==> config.mk <==
export PLATFORM = sky130hd
export DESIGN_NAME = bresenham_octant_walker
export DESIGN_NICKNAME = d
export VERILOG_FILES = /design/src/rtl/bresenham_octant_walker_pkg.sv /design/src/rtl/bresenham_octant_walker_octant_classify.sv /design/src/rtl/bresenham_octant_walker.sv
export SDC_FILE = /design/constraint.sdc
export NUM_CORES = 1
export LEC_CHECK = 0
export ABC_CLOCK_PERIOD_IN_PS = 6300
export BUFFER_PORTS_ARGS = -buffer_cell sky130_fd_sc_hd__buf_2
export CORE_MARGIN = 5
export CORE_UTILIZATION = 41
export CTS_BUF_LIST = sky130_fd_sc_hd__clkbuf_4 sky130_fd_sc_hd__clkbuf_8
export CTS_CLUSTER_SIZE = 12
export DETAILED_ROUTE_END_ITERATION = 8
export PLACE_DENSITY = 0.6
export SLEW_MARGIN = 10
export SYNTH_ARGS = -nofsm -noshare
export SYNTH_HDL_FRONTEND = slang
export SYNTH_SLANG_ARGS = --single-unit
==> constraint.sdc <==
create_clock -name clk -period 6.3 [get_ports clk]
set_input_delay 1.26 -clock clk [delete_from_list [all_inputs] [get_ports clk]]
set_output_delay 1.26 -clock clk [all_outputs]
set_load 0.1 [all_outputs]
==> src/rtl/bresenham_octant_walker_pkg.sv <==
// Shared types for the Bresenham line walker and its octant classifier.
// Widths here are the default map geometry; modules re-derive them from their own parameters.
package bresenham_pkg;

  localparam int X_W_DEF = 5;
  localparam int Y_W_DEF = 4;
  localparam int ERR_W_DEF = X_W_DEF + 3;

  typedef logic [X_W_DEF-1:0] x_coord_t;
  typedef logic [Y_W_DEF-1:0] y_coord_t;
  typedef logic signed [ERR_W_DEF-1:0] err_t;

  typedef struct packed {
    logic flip_x;
    logic flip_y;
    logic flip_identity;
  } octant_t;

  typedef enum logic {
    ST_IDLE = 1'b0,
    ST_WALK = 1'b1
  } walk_state_t;

endpackage

==> src/rtl/bresenham_octant_walker_octant_classify.sv <==
// Combinational octant classification of a segment: returns the flip flags
// plus major/minor delta magnitudes in the normalized first-octant frame.
module octant_classify
  import bresenham_pkg::*;
#(
  parameter int X_W = X_W_DEF,
  parameter int Y_W = Y_W_DEF
) (
  input  logic [X_W-1:0] x0,
  input  logic [X_W-1:0] x1,
  input  logic [Y_W-1:0] y0,
  input  logic [Y_W-1:0] y1,
  output octant_t        oct,
  output logic [X_W-1:0] major,
  output logic [X_W-1:0] minor
);

  logic signed [X_W:0] dx;
  logic signed [Y_W:0] dy;
  logic [X_W-1:0]      ax;
  logic [Y_W-1:0]      ay;
  logic [X_W-1:0]      ay_ext;
  logic                steep;

  always_comb begin
    dx     = $signed({1'b0, x1}) - $signed({1'b0, x0});
    dy     = $signed({1'b0, y1}) - $signed({1'b0, y0});
    // Magnitudes always fit the unsigned coordinate width, so truncation is lossless.
    ax     = dx[X_W] ? X_W'(-dx) : X_W'(dx);
    ay     = dy[Y_W] ? Y_W'(-dy) : Y_W'(dy);
    ay_ext = X_W'(ay);
    steep  = (ay_ext > ax);

    major             = steep ? ay_ext : ax;
    minor             = steep ? ax : ay_ext;
    oct.flip_identity = steep;
    oct.flip_x        = steep ? dy[Y_W] : dx[X_W];
    oct.flip_y        = steep ? dx[X_W] : dy[Y_W];
  end

endmodule

==> src/rtl/bresenham_octant_walker.sv <==
// Walks the Bresenham point sequence of one segment in the normalized
// first-octant frame, one point per out handshake, with octant flags and origin.
module bresenham_octant_walker
  import bresenham_pkg::*;
#(
  parameter int X_W = X_W_DEF,
  parameter int Y_W = Y_W_DEF
) (
  input  logic           clk,
  input  logic           rst_n,
  input  logic           in_valid,
  output logic           in_ready,
  input  logic [X_W-1:0] in_x0,
  input  logic [X_W-1:0] in_x1,
  input  logic [Y_W-1:0] in_y0,
  input  logic [Y_W-1:0] in_y1,
  output logic           out_valid,
  input  logic           out_ready,
  output logic [X_W-1:0] out_x,
  output logic [Y_W-1:0] out_y,
  output logic           out_flip_x,
  output logic           out_flip_y,
  output logic           out_flip_identity,
  output logic [X_W-1:0] out_x0,
  output logic [Y_W-1:0] out_y0,
  output logic           out_last
);

  localparam int ERR_W = X_W + 3;

  walk_state_t state_q, state_d;

  octant_t        oct_c, oct_q;
  logic [X_W-1:0] major_c, minor_c;
  logic [X_W-1:0] major_q, minor_q;
  logic [X_W-1:0] u_q;
  logic [Y_W-1:0] v_q;
  logic [X_W-1:0] x0_q;
  logic [Y_W-1:0] y0_q;

  logic signed [ERR_W-1:0] err_q;
  logic signed [ERR_W-1:0] err_init_c;
  logic signed [ERR_W-1:0] step_diag_c;
  logic signed [ERR_W-1:0] step_axial_c;

  logic accept;
  logic advance;
  logic last_pt;
  logic err_pos;

  octant_classify #(
    .X_W (X_W),
    .Y_W (Y_W)
  ) u_classify (
    .x0    (in_x0),
    .x1    (in_x1),
    .y0    (in_y0),
    .y1    (in_y1),
    .oct   (oct_c),
    .major (major_c),
    .minor (minor_c)
  );

  always_comb begin
    err_init_c   = $signed({2'b00, minor_c, 1'b0}) - $signed({3'b000, major_c});
    step_axial_c = $signed({2'b00, minor_q, 1'b0});
    step_diag_c  = $signed({2'b00, minor_q, 1'b0}) - $signed({2'b00, major_q, 1'b0});
    err_pos      = !err_q[ERR_W-1] && (err_q != '0);
    last_pt      = (u_q == major_q);
  end

  always_ff @(posedge clk) begin
    if (!rst_n) begin
      state_q <= ST_IDLE;
    end else begin
      state_q <= state_d;
    end
  end

  always_comb begin
    state_d   = state_q;
    in_ready  = 1'b0;
    out_valid = 1'b0;
    accept    = 1'b0;
    advance   = 1'b0;
    unique case (state_q)
      ST_IDLE: begin
        in_ready = 1'b1;
        if (in_valid) begin
          accept  = 1'b1;
          state_d = ST_WALK;
        end
      end
      ST_WALK: begin
        out_valid = 1'b1;
        if (out_ready) begin
          if (last_pt) begin
            state_d = ST_IDLE;
          end else begin
            advance = 1'b1;
          end
        end
      end
      default: state_d = ST_IDLE;
    endcase
  end

  // Accept stage: latch classification and origin; walk stage: step the error term.
  always_ff @(posedge clk) begin
    if (!rst_n) begin
      oct_q   <= '0;
      major_q <= '0;
      minor_q <= '0;
      u_q     <= '0;
      v_q     <= '0;
      err_q   <= '0;
      x0_q    <= '0;
      y0_q    <= '0;
    end else if (accept) begin
      oct_q   <= oct_c;
      major_q <= major_c;
      minor_q <= minor_c;
      u_q     <= '0;
      v_q     <= '0;
      err_q   <= err_init_c;
      x0_q    <= in_x0;
      y0_q    <= in_y0;
    end else if (advance) begin
      u_q <= u_q + 1'b1;
      if (err_pos) begin
        v_q   <= v_q + 1'b1;
        err_q <= err_q + step_diag_c;
      end else begin
        err_q <= err_q + step_axial_c;
      end
    end
  end

  assign out_x             = u_q;
  assign out_y             = v_q;
  assign out_flip_x        = oct_q.flip_x;
  assign out_flip_y        = oct_q.flip_y;
  assign out_flip_identity = oct_q.flip_identity;
  assign out_x0            = x0_q;
  assign out_y0            = y0_q;
  assign out_last          = (state_q == ST_WALK) && last_pt;

endmodule

==> flow_summary.ini, run 1 <==
[yosys]
ys_seq_area_frac = 0.2585
yosys.cell_types.count = 58
postSynthAreaPerCell_um2 = 8.283
ys_warn_count = 0
ys_ff_latch = 40
yosysTopAreaCell = dfxtp_1
mappedNetlistArea_mm2 = 0.003098
synth-edff-count = 0
syn_nets = 431
synth_cells = 374
synth_flop_cell = dfxtp_1
yosys-top-cells-area = dfxtp_1, ha_1, a21oi_1, nand2_1, nor2_1
netlist.area_leader.share = 0.2585
async_reset_ff_frac = 0

[setup_path]
startpoint_type = input port
cp.required_ps = 6510
rr_startpoint = major_q[0]
cp_max_fo = 12
crit_start = in_y0[0]
slowest_delay_ps = 570
cp_slowest_cell = or4b_4
critical_path_arrival_ps = 5880
r2r_cells = 12
crit_path_cell_trace = buf_2 -> ha_1 -> fa_1 -> and2b_2 -> o22a_1 -> nor2_1 -> xnor2_1 -> ha_1 -> inv_1 -> or3_1 -> o21ai_0 -> or4b_4 -> o21ba_1 -> mux2_4 -> inv_2 -> fa_1 -> nor2b_1 -> o21ai_0 -> nand2b_1 -> xor2_1 -> nor2_1 -> a211oi_1
critical_path_class = input port to register
endpoint_kind = register

[sta]
fin_skew_ps = 4.150
drv_slew = 0
finalHoldViolations = 0
fin_crit_ps = 5675
rsz0062_at_grt = false
setup_tns_ps = 0
finalHoldWorstSlack_ps = 452.8
relSlewSlack = 0.5044
fin_ws_ps = 624.5
layout_worst_path_cycle_share = 0.9009
max_freq_mhz = 176.2
finalSetupViolCount = 0
tightest_slew_ps = 742.6

[min_path]
hold_path_startpoint = out_y0[2]
worstHoldPathCells = 2
hp-class = register to register

[floorplanning]
start_util = 0.4248
fp.coreArea_mm2 = 0.007292
io_pins = 46
die_width_um = 96.93
die_h_um = 96.93
row_count = 31
dieArea_mm2 = 0.009394

[route]
drt_pass1_iterations = 4
postRouteAntennaNets = 0
routedWlPerCell_um = 14.47
vias = 2723
via_per_inst = 5.277
routed_wl_mm = 7.464
drc = 0
drt_iter0_markers = 144

[cts]
cts_resized = 0
cts_root_buf = clkbuf_8
cts_buffer_depth = 2
cts.sinks = 40
cts-hold-fix-buffers = 0
cts_max_level = 2
clock_latency_ps = 290
cts_setup_buffers = 0
clkSlewWorstSetupHoldPaths_ps = 80
numCtsBuffers = 5
cts_tree = yes

[finish]
final_area_mm2 = 0.003533
fin_util = 0.4846
nets = 473
insertedDiodeCount = 0
area_growth_syn_to_layout_pct = 14.05
drive_gt1_frac = 0.1847

[global_routing]
grt_usage = 0.1607
antenna_found_initial = 0
overflow = 0
grt_pass1_vias = 2593
grt_pass1_wl_mm = 12.60
grt_max_degree = 33

[placed_design]
hpwl_mm = 5.939
place_area_mm2 = 0.003422
port_buffers = 45
gp_congestion = 0.8486
place_ws_ps = 354.7

[power]
leakage_nw = 1.628
p_per_area_mw_per_mm2 = 390.8
irDropWorstVdd_mv = 0.1378

[run_status]
status = finished clean

[flow_run]
drv_cap = 0
[layout make-up]
cell class              instances  area, µm²
inverters                      29      108.9
fillers                       747       3759
multi-input cells             292       2141
well taps                      99      123.9
clock buffers                   5      68.82
clock inverters                 3      42.54
flip-flops and latches         40      800.8
repair buffers                 48      247.7
[flip-flops by register name (all words and copies together) (netlist names)]
| register | flops |
|---|---|
| out_y | 4 |
| out_x0 | 5 |
| major_q | 5 |
| out_flip_y | 1 |
| state_q | 1 |
| minor_q | 5 |
| out_x | 5 |
| out_flip_x | 1 |
| out_flip_identity | 1 |
| out_y0 | 4 |
| err_q | 8 |
[placed cells by master (no fill, tap or decap), types with 3 or more instances in the layout]
cell      synthesis  routed
buf_2             1      45
dfxtp_1          40      40
nand2_1          39      39
nor2_1           36      36
a21oi_1          30      30
ha_1             30      30
inv_1            28      28
xnor2_1          13      13
xor2_1           12      12
o21ai_0          12      12
nand3_1           9       9
mux2i_1           8       8
a211oi_1          8       8
nor3_1            7       7
a21o_1            6       6
or3_1             6       6
fa_1              5       5
clkbuf_8          0       5
a21boi_0          4       4
nor2b_1           5       4
mux2_2            4       4
nand3b_1          3       3
o211ai_1          3       3
a211oi_2          3       3
nor4_1            3       3
nand2b_1          3       3
a221o_1           3       3
buf_4             0       3
[kinds of logic after synthesis]
logic type,after synthesis,share of synthesized area
AND/OR/NAND/NOR,125,0.1935
flip-flops,40,0.2585
adder cells (fa/ha/maj),35,0.1535
multiplexers,15,0.05614
buffers and inverters,42,0.05129
XOR/XNOR,25,0.07068
AO/OA/AOI/OAI,92,0.2165
[synth_stat cells, types with 4 or more instances]
library cell  count
a211oi_1          8
a21boi_0          4
a21o_1            6
a21oi_1          30
clkbuf_1         12
dfxtp_1          40
fa_1              5
ha_1             30
inv_1            28
mux2_2            4
mux2i_1           8
nand2_1          39
nand3_1           9
nor2_1           36
nor2b_1           5
nor3_1            7
o21ai_0          12
or3_1             6
xnor2_1          13
xor2_1           12
[power by group]
group	internal, mW	switching (mW)	total [mW]	leakage, nW
clock network	0.117	0.0928	0.210	0.0541
registers	0.290	0.0323	0.322	0.328
logic	0.349	0.500	0.849	1.25
total	0.756	0.625	1.38	1.63
[worst max-delay path, delay by kind of cell]
family                   cells  cell delay, ps
adder cells (fa/ha/maj)      4            1380
AND/OR/NAND/NOR              7            1320
AO/OA/AOI/OAI                5             940
XOR/XNOR                     2             480
multiplexers                 1             270
buffers and inverters        3             230
[metrics by stage]
| step | total power [mW] | std cells |
|---|---|---|
| 6_report | 1.381 | 516 |
| 5_1_grt | 1.503 | 516 |
| 4_1_cts | 1.386 | 516 |
| 3_5_place_dp | 1.175 | 508 |
| 3_3_place_gp | 1.165 | 508 |
| 2_1_floorplan | 1.014 | 374 |
[layer usage]
layer | vias to the layer above | part of all wire | global-route usage
li1 | 1407 | - | -
met1 | 1263 | 0.48 | 0.2092
met2 | 47 | 0.45 | 0.2633
met3 | 6 | 0.050 | 0.04245
met4 | 0 | 0.011 | 0.04104
met5 | - | 0 | 0
[path summary, 6_finish.rpt]
| check | endpoint | slack (ps) |
|---|---|---|
| worst min register to register | out_y0[2] | 450 |
| worst max register to register | err_q[7] | 3350 |
| worst max-delay path | err_q[4] | 620 |
| worst min-delay path | out_y0[2] | 450 |
(Power assumes the default switching activity.)
==> run 2: changes to the inputs <==
--- a/config.mk
+++ b/config.mk
@@ -7,12 +7,14 @@
 export LEC_CHECK = 0
 export ABC_CLOCK_PERIOD_IN_PS = 6300
 export BUFFER_PORTS_ARGS = -buffer_cell sky130_fd_sc_hd__buf_2
+export CELL_PAD_IN_SITES_DETAIL_PLACEMENT = 2
+export CELL_PAD_IN_SITES_GLOBAL_PLACEMENT = 2
 export CORE_MARGIN = 5
-export CORE_UTILIZATION = 41
+export CORE_UTILIZATION = 35
 export CTS_BUF_LIST = sky130_fd_sc_hd__clkbuf_4 sky130_fd_sc_hd__clkbuf_8
 export CTS_CLUSTER_SIZE = 12
 export DETAILED_ROUTE_END_ITERATION = 8
-export PLACE_DENSITY = 0.6
+export PLACE_DENSITY = 0.81
 export SLEW_MARGIN = 10
 export SYNTH_ARGS = -nofsm -noshare
 export SYNTH_HDL_FRONTEND = slang
==> run 2 against run 1 <==
Net effect:
- critical path depth is 2 higher
- first-iteration DRC count fell by 50%
- maximum frequency shrank 2.0%
- final cell count up 1.6%
- non-clock buffer count is the same
- utilization is 7.4 points lower
- combinational power increased by 5.9%
- global-route usage up 2.5 points
- via count rose by 4.8%
- count of clock-buffer cells in the layout unchanged
- worst setup slack lost 120 ps
- die area increased by 15%
- largest cell class unchanged
- largest power group unchanged
- highest routed layer unchanged
==> flow_summary.ini, run 2 (synthesis results as in run 1) <==
[cts]
numCtsBuffers = 5
clock_latency_ps = 290
clkSlewWorstSetupHoldPaths_ps = 80
cts_root_buf = clkbuf_8
cts_tree = yes
cts_buffer_depth = 2
cts_max_level = 2
cts_resized = 0
cts_setup_buffers = 0
cts-hold-fix-buffers = 0
cts.sinks = 40

[sta]
drv_slew = 0
finalHoldViolations = 0
setup_tns_ps = 0
layout_worst_path_cycle_share = 0.9195
fin_skew_ps = 8.723
tightest_slew_ps = 718.1
rsz0062_at_grt = false
relSlewSlack = 0.5208
finalHoldWorstSlack_ps = 463.0
fin_crit_ps = 5793
finalSetupViolCount = 0
max_freq_mhz = 172.6

[finish]
largest-register = err_q
nets = 473
final_common_cell = buf_2
layout_common_cells = buf_2, dfxtp_1, nand2_1, nor2_1
largest_register_ffs = 8
area_growth_syn_to_layout_pct = 14.98
drive_gt1_frac = 0.1827
insertedDiodeCount = 0

[power]
irDropWorstVdd_mv = 0.1324
p_per_area_mw_per_mm2 = 413.8
p_total_mw = 1.474
leakage_nw = 1.638

[placed_design]
gp_congestion = 0.8460
hpwl_mm = 8.098
port_buffers = 45

[floorplanning]
fp.coreArea_mm2 = 0.008678
dieArea_mm2 = 0.01083
io_pins = 46
die_width_um = 104.1
die_h_um = 104.1
row_count = 34
start_util = 0.3570

[setup_path]
slowest_delay_ps = 570
critical_path_arrival_ps = 5970
critical_path_class = input port to register
startpoint_type = input port
crit_path_cell_trace = buf_2 -> inv_1 -> ha_1 -> inv_1 -> fa_1 -> inv_1 -> ha_1 -> nor2_1 -> xor2_1 -> ha_1 -> inv_1 -> or3_1 -> o21ai_0 -> or4b_4 -> o21ba_1 -> mux2_4 -> inv_2 -> fa_1 -> nor2b_1 -> o21ai_0 -> nand2b_1 -> a21oi_1 -> a21oi_1 -> a21oi_1
cp_common_cell = inv_1
regToRegSetupSlack_ps = 3210
cp_slowest_cell = or4b_4
cp_max_fo = 12
cp.required_ps = 6480
endpoint_kind = register

[min_path]
hp-class = register to register

[route]
via_per_inst = 5.445
vias = 2853
postRouteAntennaNets = 0
routed_wl_mm = 9.976
drt_pass1_iterations = 4
drc = 0
drt_iter0_markers = 72
routedWlPerCell_um = 19.04

[global_routing]
antenna_found_initial = 0
overflow = 0
grt_usage = 0.1855
grt_max_degree = 33
grt_pass1_wl_mm = 16.50
grt_pass1_vias = 3165

[flow_run]
drv_cap = 0

[run_status]
status = finished clean
[run 2: changes by cell type in the layout (fill, tap and decap cells not counted), sizes merged]
cell | before | now
clkinv | 1 | 0
bufinv | 1 | 2
clkinvlp | 1 | 0
[run 2: worst paths after layout]
check	from	to	depth (start not counted)
max	in_x1[0]	err_q[6]	24
min	out_x0[3]	out_x0[3]	2
max reg2reg	major_q[0]	err_q[7]	12
min reg2reg	out_x0[3]	out_x0[3]	2
[run 2: layout make-up]
| type | count | area [µm²] |
|---|---|---|
| Multi-Input combinational cell | 292 | 2141 |
| Fill cell | 1010 | 5116 |
| Timing Repair Buffer | 48 | 247.7 |
| Clock inverter | 2 | 60.06 |
| Clock buffer | 5 | 68.82 |
| Sequential cell | 40 | 800.8 |
| Inverter | 29 | 108.9 |
| Tap cell | 108 | 135.1 |
[run 2: metrics by stage]
| stage | worst slack, ps | cell area, µm² | cells | util |
|---|---|---|---|---|
| 4_1_cts | 525.1 | 3562 | 524 | 0.4105 |
| 2_1_floorplan | 244.0 | 3098 | 374 | - |
| 5_1_grt | 97.26 | 3562 | 524 | 0.4105 |
| 3_5_place_dp | 250.9 | 3433 | 517 | 0.3956 |
| 3_3_place_gp | 553.8 | 3433 | 517 | 0.3956 |
| 6_report | 507.1 | 3562 | 524 | 0.4105 |
[run 2: where the power goes]
group          switching (mW)  total (mW)  internal, mW
logic                   0.545       0.899         0.353
registers              0.0367       0.327         0.290
clock network          0.0926       0.249         0.156
[run 2: critical path: cells and delay by family]
family,cells,cell delay [ps]
compound gates,6,990
xor+xnor,1,330
fa+ha+maj,5,1600
buf+inv,6,410
mux,1,280
simple gates,5,1100
[run 2: metal layers]
layer | share of wire | global-route usage | vias to the layer above
met4 | 0.015 | 0.04255 | 0
met2 | 0.52 | 0.3361 | 51
met3 | 0.038 | 0.03849 | 13
met1 | 0.43 | 0.2232 | 1393
met5 | 0 | 0 | -
li1 | - | - | 1396
==> run 3: changes to the inputs <==
--- a/config.mk
+++ b/config.mk
@@ -5,16 +5,16 @@
 export SDC_FILE = /design/constraint.sdc
 export NUM_CORES = 1
 export LEC_CHECK = 0
-export ABC_CLOCK_PERIOD_IN_PS = 6300
+export ABC_CLOCK_PERIOD_IN_PS = 6950
 export BUFFER_PORTS_ARGS = -buffer_cell sky130_fd_sc_hd__buf_2
 export CELL_PAD_IN_SITES_DETAIL_PLACEMENT = 2
 export CELL_PAD_IN_SITES_GLOBAL_PLACEMENT = 2
 export CORE_MARGIN = 5
-export CORE_UTILIZATION = 35
+export CORE_UTILIZATION = 38
 export CTS_BUF_LIST = sky130_fd_sc_hd__clkbuf_4 sky130_fd_sc_hd__clkbuf_8
 export CTS_CLUSTER_SIZE = 12
 export DETAILED_ROUTE_END_ITERATION = 8
-export PLACE_DENSITY = 0.81
+export PLACE_DENSITY = 0.87
 export SLEW_MARGIN = 10
 export SYNTH_ARGS = -nofsm -noshare
 export SYNTH_HDL_FRONTEND = slang
==> constraint.sdc (replaced) <==
create_clock -name clk -period 6.95 [get_ports clk]
set_input_delay 1.39 -clock clk [delete_from_list [all_inputs] [get_ports clk]]
set_output_delay 1.39 -clock clk [all_outputs]
set_load 0.1 [all_outputs]
==> run 3 against run 2 <==
Net effect:
- via count rose by 2.9%
- sequential cell count did not move
- non-clock buffer count did not move
- utilization rose by 2.7 points
- count of clock-buffer cells in the layout rose by 1
- global-route usage rose by 4.9 points
- critical path depth did not move
- final area fell by 0.60%
- first-iteration DRC count rose by 44%
- highest routed layer unchanged
- power fell by 8.7%
- sequential share of layout area rose by 0.14 points
==> flow_summary.ini, run 3 (synthesis results as in run 1) <==
[placed_design]
place_area_mm2 = 0.003430
port_buffers = 45
place_inst = 514
gp_congestion = 0.7931
hpwl_mm = 8.496

[setup_path]
crit_path_cell_trace = buf_2 -> inv_1 -> ha_1 -> inv_1 -> fa_1 -> inv_1 -> ha_1 -> nor2_1 -> xor2_1 -> ha_1 -> inv_1 -> or3_1 -> o21ai_0 -> or4b_4 -> o21ba_1 -> mux2_4 -> inv_2 -> fa_1 -> nor2b_1 -> o21ai_0 -> nand2b_1 -> a21oi_1 -> a21oi_1 -> a21oi_1
path_buf_inv = 6
cp_common_cell = inv_1
cp.depth = 24
startpoint_type = input port
cp_slowest_cell = or4b_4
cp.required_ps = 7150
endpoint_kind = register
critical_path_class = input port to register
r2r_cells = 12
critical_path_arrival_ps = 6240
regToRegSetupSlack_ps = 3800
cp_top_family = adder cells
cp_max_fo = 12
slowest_delay_ps = 570

[floorplanning]
die_h_um = 100.3
row_count = 33
io_pins = 46
die_width_um = 100.3
start_util = 0.3828
dieArea_mm2 = 0.01006
fp.coreArea_mm2 = 0.008093

[finish]
fill_cells = 942
final_common_cell = buf_2
final_area_mm2 = 0.003541
area_growth_syn_to_layout_pct = 14.30
largest_register_ffs = 8
drive_gt1_frac = 0.1847
insertedDiodeCount = 0
layout_common_cells = buf_2, dfxtp_1, nand2_1, nor2_1
nets = 473
largest-register = err_q
final_cells = 522

[power]
p_per_area_mw_per_mm2 = 380.0
irDropWorstVdd_mv = 0.1215
leakage_nw = 1.633

[route]
drc = 0
postRouteAntennaNets = 0
drt_iter0_markers = 104
routed_wl_mm = 11.22
routedWlPerCell_um = 21.49
drt_pass1_iterations = 4
vias = 2937
via_per_inst = 5.626

[global_routing]
grt_usage = 0.2342
overflow = 0
grt_max_degree = 33
grt_pass1_vias = 3406
antenna_found_initial = 0
grt_pass1_wl_mm = 18.32

[sta]
drv_slew = 0
fin_crit_ps = 6047
finalHoldViolations = 0
fin_skew_ps = 18.43
finalSetupViolCount = 0
rsz0062_at_grt = false
relSlewSlack = 0.4827
max_freq_mhz = 165.4
setup_tns_ps = 0
tightest_slew_ps = 775.1
layout_worst_path_cycle_share = 0.8701

[cts]
cts_resized = 0
cts_tree = yes
clock_latency_ps = 320
cts_root_buf = clkbuf_8
numCtsBuffers = 5
clkSlewWorstSetupHoldPaths_ps = 100
cts_max_level = 2
cts.sinks = 40
cts_buffer_depth = 2
cts_setup_buffers = 0
cts-hold-fix-buffers = 0

[min_path]
worstHoldPathCells = 2
hp-class = register to register

[flow_run]
drv_cap = 0

[run_status]
status = finished clean
-- run 3: power breakdown --
| group | total, mW | switching [mW] | internal [mW] |
|---|---|---|---|
| sequential | 0.296 | 0.0333 | 0.263 |
| clock | 0.204 | 0.0938 | 0.111 |
| combinational | 0.845 | 0.523 | 0.322 |
| total | 1.35 | 0.650 | 0.695 |
-- run 3: metrics by stage --
step / utilization / setup WS [ps] / hold slack [ps] / power, mW
floorplan: - / 764.0 / 452.9 / 0.9188
global placement: 0.4238 / 1037 / 439.9 / 1.057
detailed placement: 0.4238 / 691.8 / 449.7 / 1.121
CTS: 0.4375 / 908.3 / 462.8 / 1.356
global route: 0.4375 / 609.6 / 485.3 / 1.443
finish: 0.4375 / 902.6 / 457.5 / 1.346
-- run 3: final cells by class --
type	count	area, µm²	area share
sequential	40	800.8	0.2261
tap	105	131.4	0.03710
multi-input combinational	292	2141	0.6046
clock inverter	2	35.03	0.009894
inverter	29	108.9	0.03074
clock buffer	6	76.32	0.02155
timing repair buffer	48	247.7	0.06996
-- run 3: worst reg2reg max path, cell delays in order, from the launching register on --
cell and delay, ps:
dfxtp_1 460, ha_1 210, inv_1 50, fa_1 420
mux2_2 310, fa_1 440, a21o_1 180, a21oi_1 230
o21bai_1 90, a21oi_1 190, xor2_1 190, nand2_1 80
a21oi_1 220
-- run 3: layer usage --
layer / track usage / share of wire / vias to the layer above
met2: 0.4475 / 0.54 / 54
met5: 0 / 0 / -
met4: 0.08290 / 0.027 / 0
met3: 0.04448 / 0.034 / 19
met1: 0.2539 / 0.40 / 1468
li1: - / - / 1396
-- run 3: final timing paths --
check / to / start
max: err_q[7] / in_x1[0]
min: out_y0[2] / out_y0[2]
max reg2reg: err_q[7] / major_q[0]
min reg2reg: out_y0[2] / out_y0[2]
